**src/rtl/parking_pkg.sv**
```systemverilog
// Shared definitions for the parking gate controller: FSM state encoding,
// transaction direction codes and default slot geometry.
package parking_pkg;

    typedef enum logic [1:0] {
        ST_IDLE  = 2'd0,
        ST_GRANT = 2'd1,
        ST_OPEN  = 2'd2,
        ST_GUARD = 2'd3
    } state_t;

    localparam logic DIR_ENTER = 1'b1;
    localparam logic DIR_EXIT  = 1'b0;

    localparam int NUM_SLOTS_DEF = 4;
    localparam int SLOT_W_DEF    = 2;

endpackage

```
**src/rtl/free_slot_finder.sv**
```systemverilog
// Combinational priority encoder: reports the lowest-index free (0) slot.
module free_slot_finder
    import parking_pkg::*;
#(
    parameter int NUM_SLOTS = NUM_SLOTS_DEF,
    parameter int SLOT_W    = SLOT_W_DEF
) (
    input  logic [NUM_SLOTS-1:0] occupied,
    output logic                 found,
    output logic [SLOT_W-1:0]    idx
);

    // Scan downward so the last hit, and therefore the winner, is the lowest index.
    always_comb begin
        found = 1'b0;
        idx   = '0;
        for (int i = NUM_SLOTS - 1; i >= 0; i--) begin
            if (!occupied[i]) begin
                found = 1'b1;
                idx   = SLOT_W'(i);
            end
        end
    end

endmodule

```
**src/rtl/parking_gate_controller.sv**
```systemverilog
// Sequences barrier gate and SlotManager updates: arbitrates entry/exit,
// opens the gate, and commits the slot change only once the car has passed.
//
// state    | meaning
// ---------+------------------------------------------------------------
// ST_IDLE  | waiting for a request; arbitrates and accepts or rejects
// ST_GRANT | ack pulse cycle; direction and slot already latched
// ST_OPEN  | gate open, waiting for car_passed or pass timeout
// ST_GUARD | gate closed, hold-off before the next request is accepted
module parking_gate_controller
    import parking_pkg::*;
#(
    parameter int NUM_SLOTS    = NUM_SLOTS_DEF,
    parameter int SLOT_W       = SLOT_W_DEF,
    parameter int PASS_TIMEOUT = 200,
    parameter int CLOSE_GUARD  = 8
) (
    input  logic                 clk,
    input  logic                 reset,
    input  logic                 entry_req,
    input  logic                 exit_req,
    input  logic [SLOT_W-1:0]    exit_slot,
    input  logic [NUM_SLOTS-1:0] slot_status,
    input  logic                 car_passed,
    output logic                 entry_ack,
    output logic                 exit_ack,
    output logic                 reject,
    output logic [SLOT_W-1:0]    assigned_slot,
    output logic                 upd_valid,
    output logic [SLOT_W-1:0]    upd_slot,
    output logic                 upd_enter,
    output logic                 gate_open,
    output logic                 timeout,
    output logic                 busy
);

    localparam int CNT_MAX = (PASS_TIMEOUT > CLOSE_GUARD) ? PASS_TIMEOUT : CLOSE_GUARD;
    localparam int CNT_W   = $clog2(CNT_MAX);

    state_t             state;
    logic [CNT_W-1:0]   cnt;
    logic               rr_last;
    logic               dir_lat;
    logic [SLOT_W-1:0]  slot_lat;

    logic               free_found;
    logic [SLOT_W-1:0]  free_idx;
    logic               pick_entry;

    free_slot_finder #(
        .NUM_SLOTS (NUM_SLOTS),
        .SLOT_W    (SLOT_W)
    ) u_free_slot_finder (
        .occupied (slot_status),
        .found    (free_found),
        .idx      (free_idx)
    );

    // On a tie, serve whichever side was not served last.
    assign pick_entry = entry_req && (!exit_req || (rr_last == DIR_EXIT));

    always_ff @(posedge clk or negedge reset) begin
        if (!reset) begin
            state         <= ST_IDLE;
            cnt           <= '0;
            rr_last       <= DIR_EXIT;
            dir_lat       <= DIR_EXIT;
            slot_lat      <= '0;
            entry_ack     <= 1'b0;
            exit_ack      <= 1'b0;
            reject        <= 1'b0;
            assigned_slot <= '0;
            upd_valid     <= 1'b0;
            upd_slot      <= '0;
            upd_enter     <= 1'b0;
            gate_open     <= 1'b0;
            timeout       <= 1'b0;
            busy          <= 1'b0;
        end else begin
            entry_ack <= 1'b0;
            exit_ack  <= 1'b0;
            reject    <= 1'b0;
            upd_valid <= 1'b0;
            timeout   <= 1'b0;

            case (state)
                ST_IDLE: begin
                    if (pick_entry) begin
                        if (free_found) begin
                            state         <= ST_GRANT;
                            busy          <= 1'b1;
                            entry_ack     <= 1'b1;
                            assigned_slot <= free_idx;
                            slot_lat      <= free_idx;
                            dir_lat       <= DIR_ENTER;
                            rr_last       <= DIR_ENTER;
                        end else begin
                            reject <= 1'b1;
                        end
                    end else if (exit_req) begin
                        if (slot_status[exit_slot]) begin
                            state    <= ST_GRANT;
                            busy     <= 1'b1;
                            exit_ack <= 1'b1;
                            slot_lat <= exit_slot;
                            dir_lat  <= DIR_EXIT;
                            rr_last  <= DIR_EXIT;
                        end else begin
                            reject <= 1'b1;
                        end
                    end
                end

                ST_GRANT: begin
                    state     <= ST_OPEN;
                    gate_open <= 1'b1;
                    cnt       <= CNT_W'(PASS_TIMEOUT - 1);
                end

                ST_OPEN: begin
                    // car_passed takes priority over an expiring counter.
                    if (car_passed) begin
                        upd_valid <= 1'b1;
                        upd_slot  <= slot_lat;
                        upd_enter <= dir_lat;
                        gate_open <= 1'b0;
                        state     <= ST_GUARD;
                        cnt       <= CNT_W'(CLOSE_GUARD - 1);
                    end else if (cnt == '0) begin
                        timeout   <= 1'b1;
                        gate_open <= 1'b0;
                        state     <= ST_GUARD;
                        cnt       <= CNT_W'(CLOSE_GUARD - 1);
                    end else begin
                        cnt <= cnt - 1'b1;
                    end
                end

                ST_GUARD: begin
                    if (cnt == '0) begin
                        state <= ST_IDLE;
                        busy  <= 1'b0;
                    end else begin
                        cnt <= cnt - 1'b1;
                    end
                end

                default: begin
                    state     <= ST_IDLE;
                    gate_open <= 1'b0;
                    busy      <= 1'b0;
                end
            endcase
        end
    end

endmodule

```
**config.mk**
```make
export PLATFORM = sky130hd
export DESIGN_NAME = parking_gate_controller
export DESIGN_NICKNAME = d
export VERILOG_FILES = /design/src/rtl/parking_pkg.sv /design/src/rtl/free_slot_finder.sv /design/src/rtl/parking_gate_controller.sv
export SDC_FILE = /design/constraint.sdc
export NUM_CORES = 1
export LEC_CHECK = 0
export CORE_ASPECT_RATIO = 1.75
export CORE_MARGIN = 8
export CORE_UTILIZATION = 55
export CTS_BUF_LIST = sky130_fd_sc_hd__clkbuf_16
export CTS_CLUSTER_DIAMETER = 150
export CTS_CLUSTER_SIZE = 12
export DETAILED_ROUTE_END_ITERATION = 6
export GPL_TIMING_DRIVEN = 0
export HOLD_SLACK_MARGIN = 0.03
export PLACE_DENSITY = 0.83
export SETUP_SLACK_MARGIN = 0.05
export SLEW_MARGIN = 25
export SYNTH_ARGS = -nofsm -noshare
export SYNTH_HDL_FRONTEND = slang
export SYNTH_SLANG_ARGS = --single-unit
export TNS_END_PERCENT = 10
```
**constraint.sdc**
```tcl
create_clock -name clk -period 2.5 [get_ports clk]
set_input_delay 0.5 -clock clk [delete_from_list [all_inputs] [get_ports clk]]
set_output_delay 0.5 -clock clk [all_outputs]
set_load 0.1 [all_outputs]
```
==> results of run 1 <==
report_power, final:
group          switching, W  internal (W)
registers         0.0000937      0.000541
clock network      0.000145      0.000217
logic              0.000857      0.000361
total               0.00110       0.00112
layout make-up:
class / count / area, um2
flip-flops and latches: 25 / 626
clock inverters: 1 / 7.51
plain buffers: 2 / 7.51
fillers: 168 / 628
multi-input cells: 93 / 646
repair buffers: 22 / 215
inverters: 10 / 37.5
well taps: 25 / 31.3
clock buffers: 3 / 75.1
kinds of logic after synthesis:
logic type                 after synthesis  share of synthesized area (%)
and+or+nand+nor                         46                           17.9
AOI/OAI and AO/OA                       32                           16.5
DFF                                     25                           47.5
buffers and inverters                   12                           3.42
muxes                                    7                           7.60
adders and majority gates                6                           5.70
xor gates and xnor gates                 2                           1.33
layer usage:
metal / share of wire (%) / vias to the layer above / wire (um) / GRT usage, %
met3: 5.6 / 14 / 180 / 4.44
met5: 0 / - / 0 / 0
met1: 34 / 535 / 1070 / 15.4
met4: 3.0 / 0 / 97 / 9.38
li1: - / 510 / - / -
met2: 58 / 40 / 1840 / 29.8
sequential cells by signal, indices dropped and copies added (netlist names):
signal	count
cnt	8
assigned_slot	2
slot_lat	2
state	2
upd_slot	2
busy	1
dir_lat	1
entry_ack	1
exit_ack	1
gate_open	1
reject	1
timeout	1
upd_enter	1
upd_valid	1
per-stage QoR:
stage               hold slack (ps)  instances
global placement                469        177
floorplan                       204        130
CTS                             240        181
global route                    277        181
detailed placement              475        177
finish                          223        181
layout by cell type, fill, tap and decap left out, types with 2 or more instances in the layout:
master,instances
sky130_fd_sc_hd__clkbuf_16,3
sky130_fd_sc_hd__nand4_1,2
sky130_fd_sc_hd__inv_1,10
sky130_fd_sc_hd__a31oi_1,6
sky130_fd_sc_hd__nand2_1,12
sky130_fd_sc_hd__o21ai_2,2
sky130_fd_sc_hd__o21ai_0,8
sky130_fd_sc_hd__ha_1,6
sky130_fd_sc_hd__nor3_1,4
sky130_fd_sc_hd__o2bb2ai_1,2
sky130_fd_sc_hd__a21oi_1,3
sky130_fd_sc_hd__xor2_1,2
sky130_fd_sc_hd__mux2_2,3
sky130_fd_sc_hd__nand2b_1,5
sky130_fd_sc_hd__dfrtp_1,25
sky130_fd_sc_hd__clkbuf_1,2
sky130_fd_sc_hd__a21boi_0,2
sky130_fd_sc_hd__clkdlybuf4s50_1,21
sky130_fd_sc_hd__nor2_1,16
worst paths after layout:
path,to,slack [ps],depth (start not counted)
worst max-delay path,gate_open,220,1
worst min-delay path,cnt[3]$_DFFE_PN0P_,220,1
worst max register to register,slot_lat[1]$_DFFE_PN0P_,410,7
worst min register to register,upd_enter$_DFFE_PN0P_,500,2
max in group asynchronous,cnt[2]$_DFFE_PN0P_,1910,1
min in group clk,upd_enter$_DFFE_PN0P_,500,2
==> insert_results.sql, run 1 <==
INSERT INTO impl_metrics (metric_group, metric, value, unit) VALUES
('drt', 'ant_nets', '0', ''),
('floorplan', 'io-pin-count', '23', ''),
('power_and_ir_drop', 'leakage_power_figure', '0.716', 'nW'),
('setup_path', 'critical_path.startpoint_type', 'register', ''),
('clock_tree', 'clock-root-buffer', 'sky130_fd_sc_hd__clkbuf_16', ''),
('sta', 'worst_pin_slew', '992', 'ps'),
('drt', 'post_drt_wl_per_cell', '17.6', 'um'),
('drt', 'wl', '3190', 'um'),
('setup_path', 'critPathRequiredTime', '2000', 'ps'),
('power_and_ir_drop', 'power_after_layout', '0.00221', 'W'),
('power_and_ir_drop', 'vdd.ir_drop.worst', '1.22', 'mV'),
('logic_synthesis', 'synth_common_cells', 'sky130_fd_sc_hd__dfrtp_1, sky130_fd_sc_hd__nor2_1, sky130_fd_sc_hd__nand2_1, sky130_fd_sc_hd__inv_1, sky130_fd_sc_hd__o21ai_0', ''),
('drt', 'drt_pre_antenna_iters', '4', ''),
('clock_tree', 'post_cts_resized', '0', ''),
('sta', 'finalMaxSlewViolations', '0', ''),
('sta', 'rsz0062_at_grt', 'no', ''),
('global_routing', 'grt_start_max_net_pins', '26', ''),
('place', 'hpwl', '2450', 'um'),
('logic_synthesis', 'post_synth_top_area_cell', 'sky130_fd_sc_hd__dfrtp_1', ''),
('setup_path', 'timing.critical_path.max_delay_family', 'buffers and inverters', ''),
('logic_synthesis', 'netlist_instances', '130', ''),
('logic_synthesis', 'syn-num-nets', '147', ''),
('logic_synthesis', 'ys_ff_latch', '25', ''),
('sta', 'final_period_minus_worst_setup_slack', '2280', 'ps'),
('setup_path', 'worstPathCellList', 'clkdlybuf4s50_1', ''),
('finish', 'antenna_cells_inserted', '0', ''),
('global_routing', 'first_global_vias', '1212', ''),
('clock_tree', 'clock_sinks', '25', ''),
('floorplan', 'floorplan.core_area', '2270', 'um2'),
('clock_tree', 'htreeDepth', '1', ''),
('drt', 'remaining_drc_errors', '0', ''),
('sta', 'finalWorstSetupSlack', '216', 'ps'),
('setup_path', 'worstPathMaxFanout', '3', ''),
('sta', 'maxClockFrequency', '0.438', 'GHz'),
('drt', 'drt_first_iter_violations', '30', ''),
('finish', 'area_growth', '25.0', '%'),
('logic_synthesis', 'yosys-top-cells-area', 'sky130_fd_sc_hd__dfrtp_1, sky130_fd_sc_hd__ha_1, sky130_fd_sc_hd__nor2_1', ''),
('floorplan', 'fp.dieH', '80.7', 'um'),
('floorplan', 'die-area', '4280', 'um2'),
('setup_path', 'critical-path-max-stage-delay', '1150', 'ps'),
('logic_synthesis', 'synth_top_flop_cell', 'sky130_fd_sc_hd__dfrtp_1', ''),
('setup_path', 'worstSetupEndpointType', 'primary output', ''),
('status', 'status', 'finished clean', ''),
('sta', 'worst_slew_margin_rel', '33.7', '%'),
('global_routing', 'number_of_antenna_violations_at_the_first_check_in_global_routing', '0', ''),
('logic_synthesis', 'yosys.area.top_type_share', '47.5', '%'),
('sta', 'finalSetupViolCount', '0', ''),
('logic_synthesis', 'postSynth.asyncResetShare', '100', '%'),
('logic_synthesis', 'yosys_warnings', '0', ''),
('floorplan', 'placementRows', '23', ''),
('floorplan', 'die_w', '53.0', 'um'),
('sta', 'setup_total_negative_slack', '0', 'ps'),
('finish', 'fin_util', '72.4', '%'),
('place', 'preCtsSetupSlack', '82.9', 'ps'),
('clock_tree', 'clock_latency_at_the_later_pin_of_the_worst_skew_pair', '260', 'ps'),
('logic_synthesis', 'syn-cell-area', '1320', 'um2'),
('clock_tree', 'tritoncts.num_buffers', '3', ''),
('sta', 'worst_clock_skew', '3.14', 'ps'),
('drt', 'avgViaCountPerCell', '6.07', ''),
('setup_path', 'worstPathBufferInverterCount', '1', ''),
('place', 'numPortBuffers', '22', ''),
('clock_tree', 'clk_path_buf_depth', '2', ''),
('setup_path', 'crit_path_start', 'gate_open$_DFFE_PN0P_', ''),
('finish', 'postLayoutCellArea', '1650', 'um2'),
('logic_synthesis', 'synth_edf_count', '0', ''),
('clock_tree', 'post_cts_buffers', '0', ''),
('setup_path', 'timing.critical_path.arrival', '1780', 'ps'),
('logic_synthesis', 'synth.most_common_cell', 'sky130_fd_sc_hd__dfrtp_1', ''),
('finish', 'drive_gt1_share', '10.3', '%'),
('sta', 'layout_worst_path_cycle_share', '91.4', '%'),
('global_routing', 'global_route_wire_length_before_repair', '5330', 'um');
Note: power is estimated with default switching activity, not from simulation.
==> inputs of run 2 (changes only) <==
--- a/config.mk
+++ b/config.mk
@@ -13,7 +13,6 @@
 export CTS_CLUSTER_SIZE = 12
 export DETAILED_ROUTE_END_ITERATION = 6
 export GPL_TIMING_DRIVEN = 0
-export HOLD_SLACK_MARGIN = 0.03
 export PLACE_DENSITY = 0.83
 export SETUP_SLACK_MARGIN = 0.05
 export SLEW_MARGIN = 25
==> results of run 2 <==
Same layout as run 1: the final DEF is identical, and so are final timing and power.
==> RTL edit 1: new RTL, settings of run 2 <==
Re-encode `state_t` (4 states) as one-hot, 4 bits wide.
--- a/src/rtl/parking_pkg.sv
+++ b/src/rtl/parking_pkg.sv
@@ -2,11 +2,11 @@
 // transaction direction codes and default slot geometry.
 package parking_pkg;
 
-    typedef enum logic [1:0] {
-        ST_IDLE  = 2'd0,
-        ST_GRANT = 2'd1,
-        ST_OPEN  = 2'd2,
-        ST_GUARD = 2'd3
+    typedef enum logic [3:0] {
+        ST_IDLE  = 4'b0001,
+        ST_GRANT = 4'b0010,
+        ST_OPEN  = 4'b0100,
+        ST_GUARD = 4'b1000
     } state_t;
 
     localparam logic DIR_ENTER = 1'b1;
Function: same outputs for any inputs over 10 cycles, from zero or initial values and one cycle with reset low; not proved beyond that.
==> RTL edit 1 against run 2 <==
  * Fmax grew 0.49%
  * Total power down 1.9%
  * Via count is 1.1% higher
  * Sequential cell count up 2
  * Critical path depth is the same
  * Worst setup slack gained 11 ps
  * Non-clock buffer count fell by 1
  * Wire length shrank 4.9%
  * Register-to-register slack lost 170 ps
  * Clock skew about the same
  * Hold slack improved by 19 ps
  * Design area is 3.3% higher
  * Area after synthesis increased by 4.2%
==> RTL edit 1: results (changes against run 2) <==
| Metric | Value |
|---|---|
| Outcome | finished, final reports clean |
| Combinational power | 0.00111 W (-9%) |
| Leak | 0.788 nW (+10%) |
| Routed via count | 1111 (+1.1%) |
| Register area share after synthesis | 49.4% (+1.8 points) |
| Largest net degree at the start of global routing | 28 (+7.7%) |
| Clock-pin slew on the worst setup and hold paths | 60 ps (about the same) |
| GR Util All Layers | 16.4% (+0.046 points) |
| Skew final | 3.15 ps (+0.0118 ps) |
| Initial DRC Count | 27 (-10%) |
| Seq pwr | 0.000708 W (+11%) |
| Syn_nets | 147 (unchanged) |
| Synth Area in Compound Gates | 18.6% (+2.1 points) |
| Crit path DAT | 1770 ps |
| Vias in the first global route | 1219 (+0.58%) |
| Top cells by area, synth | dfrtp_1 47%, mux2_2 4.9%, o21ai_0 4.0%, a21oi_1 3.6%, nand2_1 3.0% |
| Final GP Congestion | 0.748 (-4.2%) |
| Core footprint | 2430 um^2 (+7.0%) |
| Worst path max stage delay | 1140 ps |
| Global-route wire length before repair | 5480 um (+2.9%) |
| Total Wirelength | 3030 um (-4.9%) |
| Placed Cells | 183 (+3.4%) |
| Synth Area in Adders | 0.912% (-4.8 points) |
| Xor/xnor share of the synthesized area | 1.28% (-0.053 points) |
| Tightest Pin Transition | 989 ps (-2.58 ps) |
| Distinct cell type count after synthesis | 42 (+14%) |
| Post-Synthesis Cells | 135 (+3.8%) |
| Top cells by count, synth | 26 x dfrtp_1, 11 x nand2_1, 11 x nor2_1, 11 x o21ai_0, 10 x a21oi_1 |
| Ys async rst share | 100% (unchanged) |
| Int Pwr | 0.00114 W (+1.4%) |
| Mux contribution to synthesized area | 6.57% (-1.0 points) |
| Worst VDD drop | 1240 uV (+1.5%) |
| Cell family contributing the most delay on the critical path | buffers and inverters |
| DP HPWL | 2330 um (-5.1%) |
| Non-filler instance count after layout | 187 (+3.3%) |
[RTL edit 1: per-stage QoR]
stage | util, % | hold WS [ps] | setup slack [ps] | total power [W] | instance area (um^2)
CTS | 69.9 | 260 | 211 | 0.00219 | 1700
detailed placement | 66.6 | 474 | 90.5 | 0.00182 | 1620
global placement | 66.8 | 474 | 85.6 | 0.00179 | 1620
floorplan | - | 204 | 428 | 0.00154 | 1370
global route | 69.9 | 291 | 120 | 0.00229 | 1700
finish | 69.9 | 242 | 227 | 0.00217 | 1700
[RTL edit 1: worst paths after layout]
path                                        from          endpoint  slack (ps)
worst max-delay path                   gate_open         gate_open         230
worst min-delay path                       reset           timeout         240
worst max register to register            cnt[0]            cnt[6]         240
worst min register to register  assigned_slot[0]  assigned_slot[0]         500
max in group asynchronous                  reset            cnt[6]        1860
min in group clk                assigned_slot[0]  assigned_slot[0]         500
[RTL edit 1: area by class of cell]
| cell class | count | area (um^2) |
|---|---|---|
| Timing Repair Buffer | 22 | 215 |
| Fill cell | 192 | 733 |
| Tap cell | 26 | 32.5 |
| Clock buffer | 3 | 75.1 |
| Buffer | 1 | 3.75 |
| Sequential cell | 27 | 677 |
| Inverter | 8 | 30.0 |
| Clock inverter | 1 | 5.00 |
| Multi-Input combinational cell | 99 | 661 |
[RTL edit 1: layer usage]
metal | vias up | global-route usage, % | wire (um)
li1 | 532 | - | -
met1 | 554 | 16.4 | 1110
met2 | 20 | 30.1 | 1750
met3 | 5 | 4.35 | 120
met4 | 0 | 7.11 | 56
met5 | - | 0 | 0
[RTL edit 1: worst reg2reg max path, cell delays in order (launching register included)]
cell and delay (ps):
dfrtp_1 420, inv_1 80, ha_1 250, or2b_2 350
or4_4 480, a22oi_4 220, o21ai_2 60, a211o_1 290
==> RTL edit 2: new RTL, flow settings as in run 2 <==
Without the edit above. The parameter `PASS_TIMEOUT` goes from 200 to 300.
--- a/src/rtl/parking_gate_controller.sv
+++ b/src/rtl/parking_gate_controller.sv
@@ -12,7 +12,7 @@
 #(
     parameter int NUM_SLOTS    = NUM_SLOTS_DEF,
     parameter int SLOT_W       = SLOT_W_DEF,
-    parameter int PASS_TIMEOUT = 200,
+    parameter int PASS_TIMEOUT = 300,
     parameter int CLOSE_GUARD  = 8
 ) (
     input  logic                 clk,
Check against the original RTL: no difference found for any inputs over 10 cycles, from zero or initial values and one cycle with reset low; that may be too few to reach the edited logic, so the function may still have changed.
==> RTL edit 2 against run 2 <==
  * Core utilization fell by 2.8 points
  * Worst setup slack got worse by 46 ps
  * Synthesized cell count rose by 15%
  * Fmax fell by 2.0%
  * Area after synthesis rose by 12%
  * Wire length rose by 12%
  * Global-route usage rose by 0.25 points
  * Sequential cell count rose by 1
  * Design area rose by 11%
  * Total power rose by 21%
==> RTL edit 2: results (changes against run 2) <==
| Metric | Value |
|---|---|
| Syn_nets | 167 (+14%) |
| ANT cells | 0 (unchanged) |
| GR Util All Layers | 16.7% (+0.25 points) |
| Worst VDD drop | 1140 uV (-6.1%) |
| Outcome | finished, final reports clean |
| Net count of the finished layout | 194 (+11%) |
| Non-filler instance count after layout | 203 (+12%) |
| Top cells by area, synth | dfrtp_1 44%, ha_1 5.1%, nand2_1 4.6%, mux2_2 3.8%, o21ai_0 3.4% |
| Layout cells sized above 1 | 11.4% (+1.1 points) |
| Final GP Congestion | 0.851 (+9.0%) |
| Global Route met1 Usage | 18.0% (+2.6 points) |
| Worst path max stage delay | 1160 ps |
| I/O Buffers | 22 (unchanged) |
| H-Tree Level Count | 1 (unchanged) |
| Placed cell areas | 1720 um^2 (+10%) |
| Largest net degree at the start of global routing | 27 (+3.8%) |
| Vias in the first global route | 1392 (+15%) |
| Synth warnings | 0 (unchanged) |
| Total setup buffers inserted after CTS | 0 (unchanged) |
| Register area share after synthesis | 44.1% (-3.4 points) |
| Syn Area/Cell | 9.83 um^2 (-2.9%) |
| Tightest Pin Transition | 975 ps (-17.0 ps) |
| Distinct cell type count after synthesis | 47 (+27%) |
| Ys async rst share | 100% (unchanged) |
| Crit path DAT | 1830 ps (+50 ps) |
| Maximum fanout along the worst path | 4 (+1) |
| Global-route wire length before repair | 6060 um (+14%) |
| Skew final | 7.11 ps (+3.97 ps) |
| Number of routed nets with antenna violations | 0 (unchanged) |
| Initial DRC Count | 68 (+130%) |
| Hold/Removal Path Class | in2async |
| DP HPWL | 2710 um (+10%) |
| GR met3 Demand/Resource | 3.36% (-1.1 points) |
| Initial antenna violation count | 0 (unchanged) |
| Wire per inst | 17.6 um (-0.26%) |
| Routed via count | 1280 (+16%) |
| Fill count | 205 (+22%) |
| Clk_lat worst skew | 260 ps (about the same) |
| Largest register FFs | 9 (+1) |
| Top cells by count, synth | 26 x dfrtp_1, 18 x nand2_1, 11 x inv_1 |
| Clock Path Buffers | 2 (unchanged) |
| GR Util met2 | 28.6% (-1.2 points) |
| Post-cts resize count | 0 (unchanged) |
| Leak | 0.802 nW (+12%) |
| Pre-antenna DRT Iters | 4 (unchanged) |
[RTL edit 2: power by group]
group          internal, W  leakage, nW  switching, W
sequential        0.000582        0.320      0.000147
combinational     0.000478        0.431       0.00102
clock             0.000319       0.0511      0.000147
[RTL edit 2: area by class of cell]
type,instances,area (um^2),share of cell area [%]
clock inverter,1,30.0,1.64
clock buffer,3,75.1,4.10
sequential,26,651,35.6
inverter,11,41.3,2.26
tap,27,33.8,1.85
timing repair buffer,22,215,11.8
multi-input combinational,109,761,41.6
buffer,4,22.5,1.23
[RTL edit 2: cells by family after synthesis]
family | synth area share [%]
AO/OA/AOI/OAI | 19.5
adder cells (fa/ha/maj) | 5.09
buffers and inverters | 4.33
flip-flops | 44.1
multiplexers | 6.36
AND/OR/NAND/NOR | 20.6
[RTL edit 2: final timing paths]
path / endpoint / depth (start not counted) / slack, ps / start
setup / recovery: busy / 1 / 170 / busy
hold / removal: upd_slot[1] / 1 / 240 / reset
hold reg to reg: assigned_slot[0] / 2 / 490 / assigned_slot[0]
min in group clk: assigned_slot[0] / 2 / 490 / assigned_slot[0]
max in group asynchronous: cnt[8] / 1 / 1870 / reset
setup reg to reg: cnt[3] / 6 / 500 / cnt[0]
[RTL edit 2: metrics by stage]
stage          setup slack [ps]  power, W
2_1_floorplan               787   0.00185
3_3_place_gp                154   0.00217
3_5_place_dp                119   0.00222
4_1_cts                     168   0.00269
5_1_grt                     154   0.00282
6_report                    170   0.00269
[RTL edit 2: per-layer routing]
metal | vias up | routed length, um
li1 | 614 | -
met1 | 611 | 1320
met2 | 40 | 1980
met3 | 15 | 157
met4 | 0 | 109
met5 | - | 0
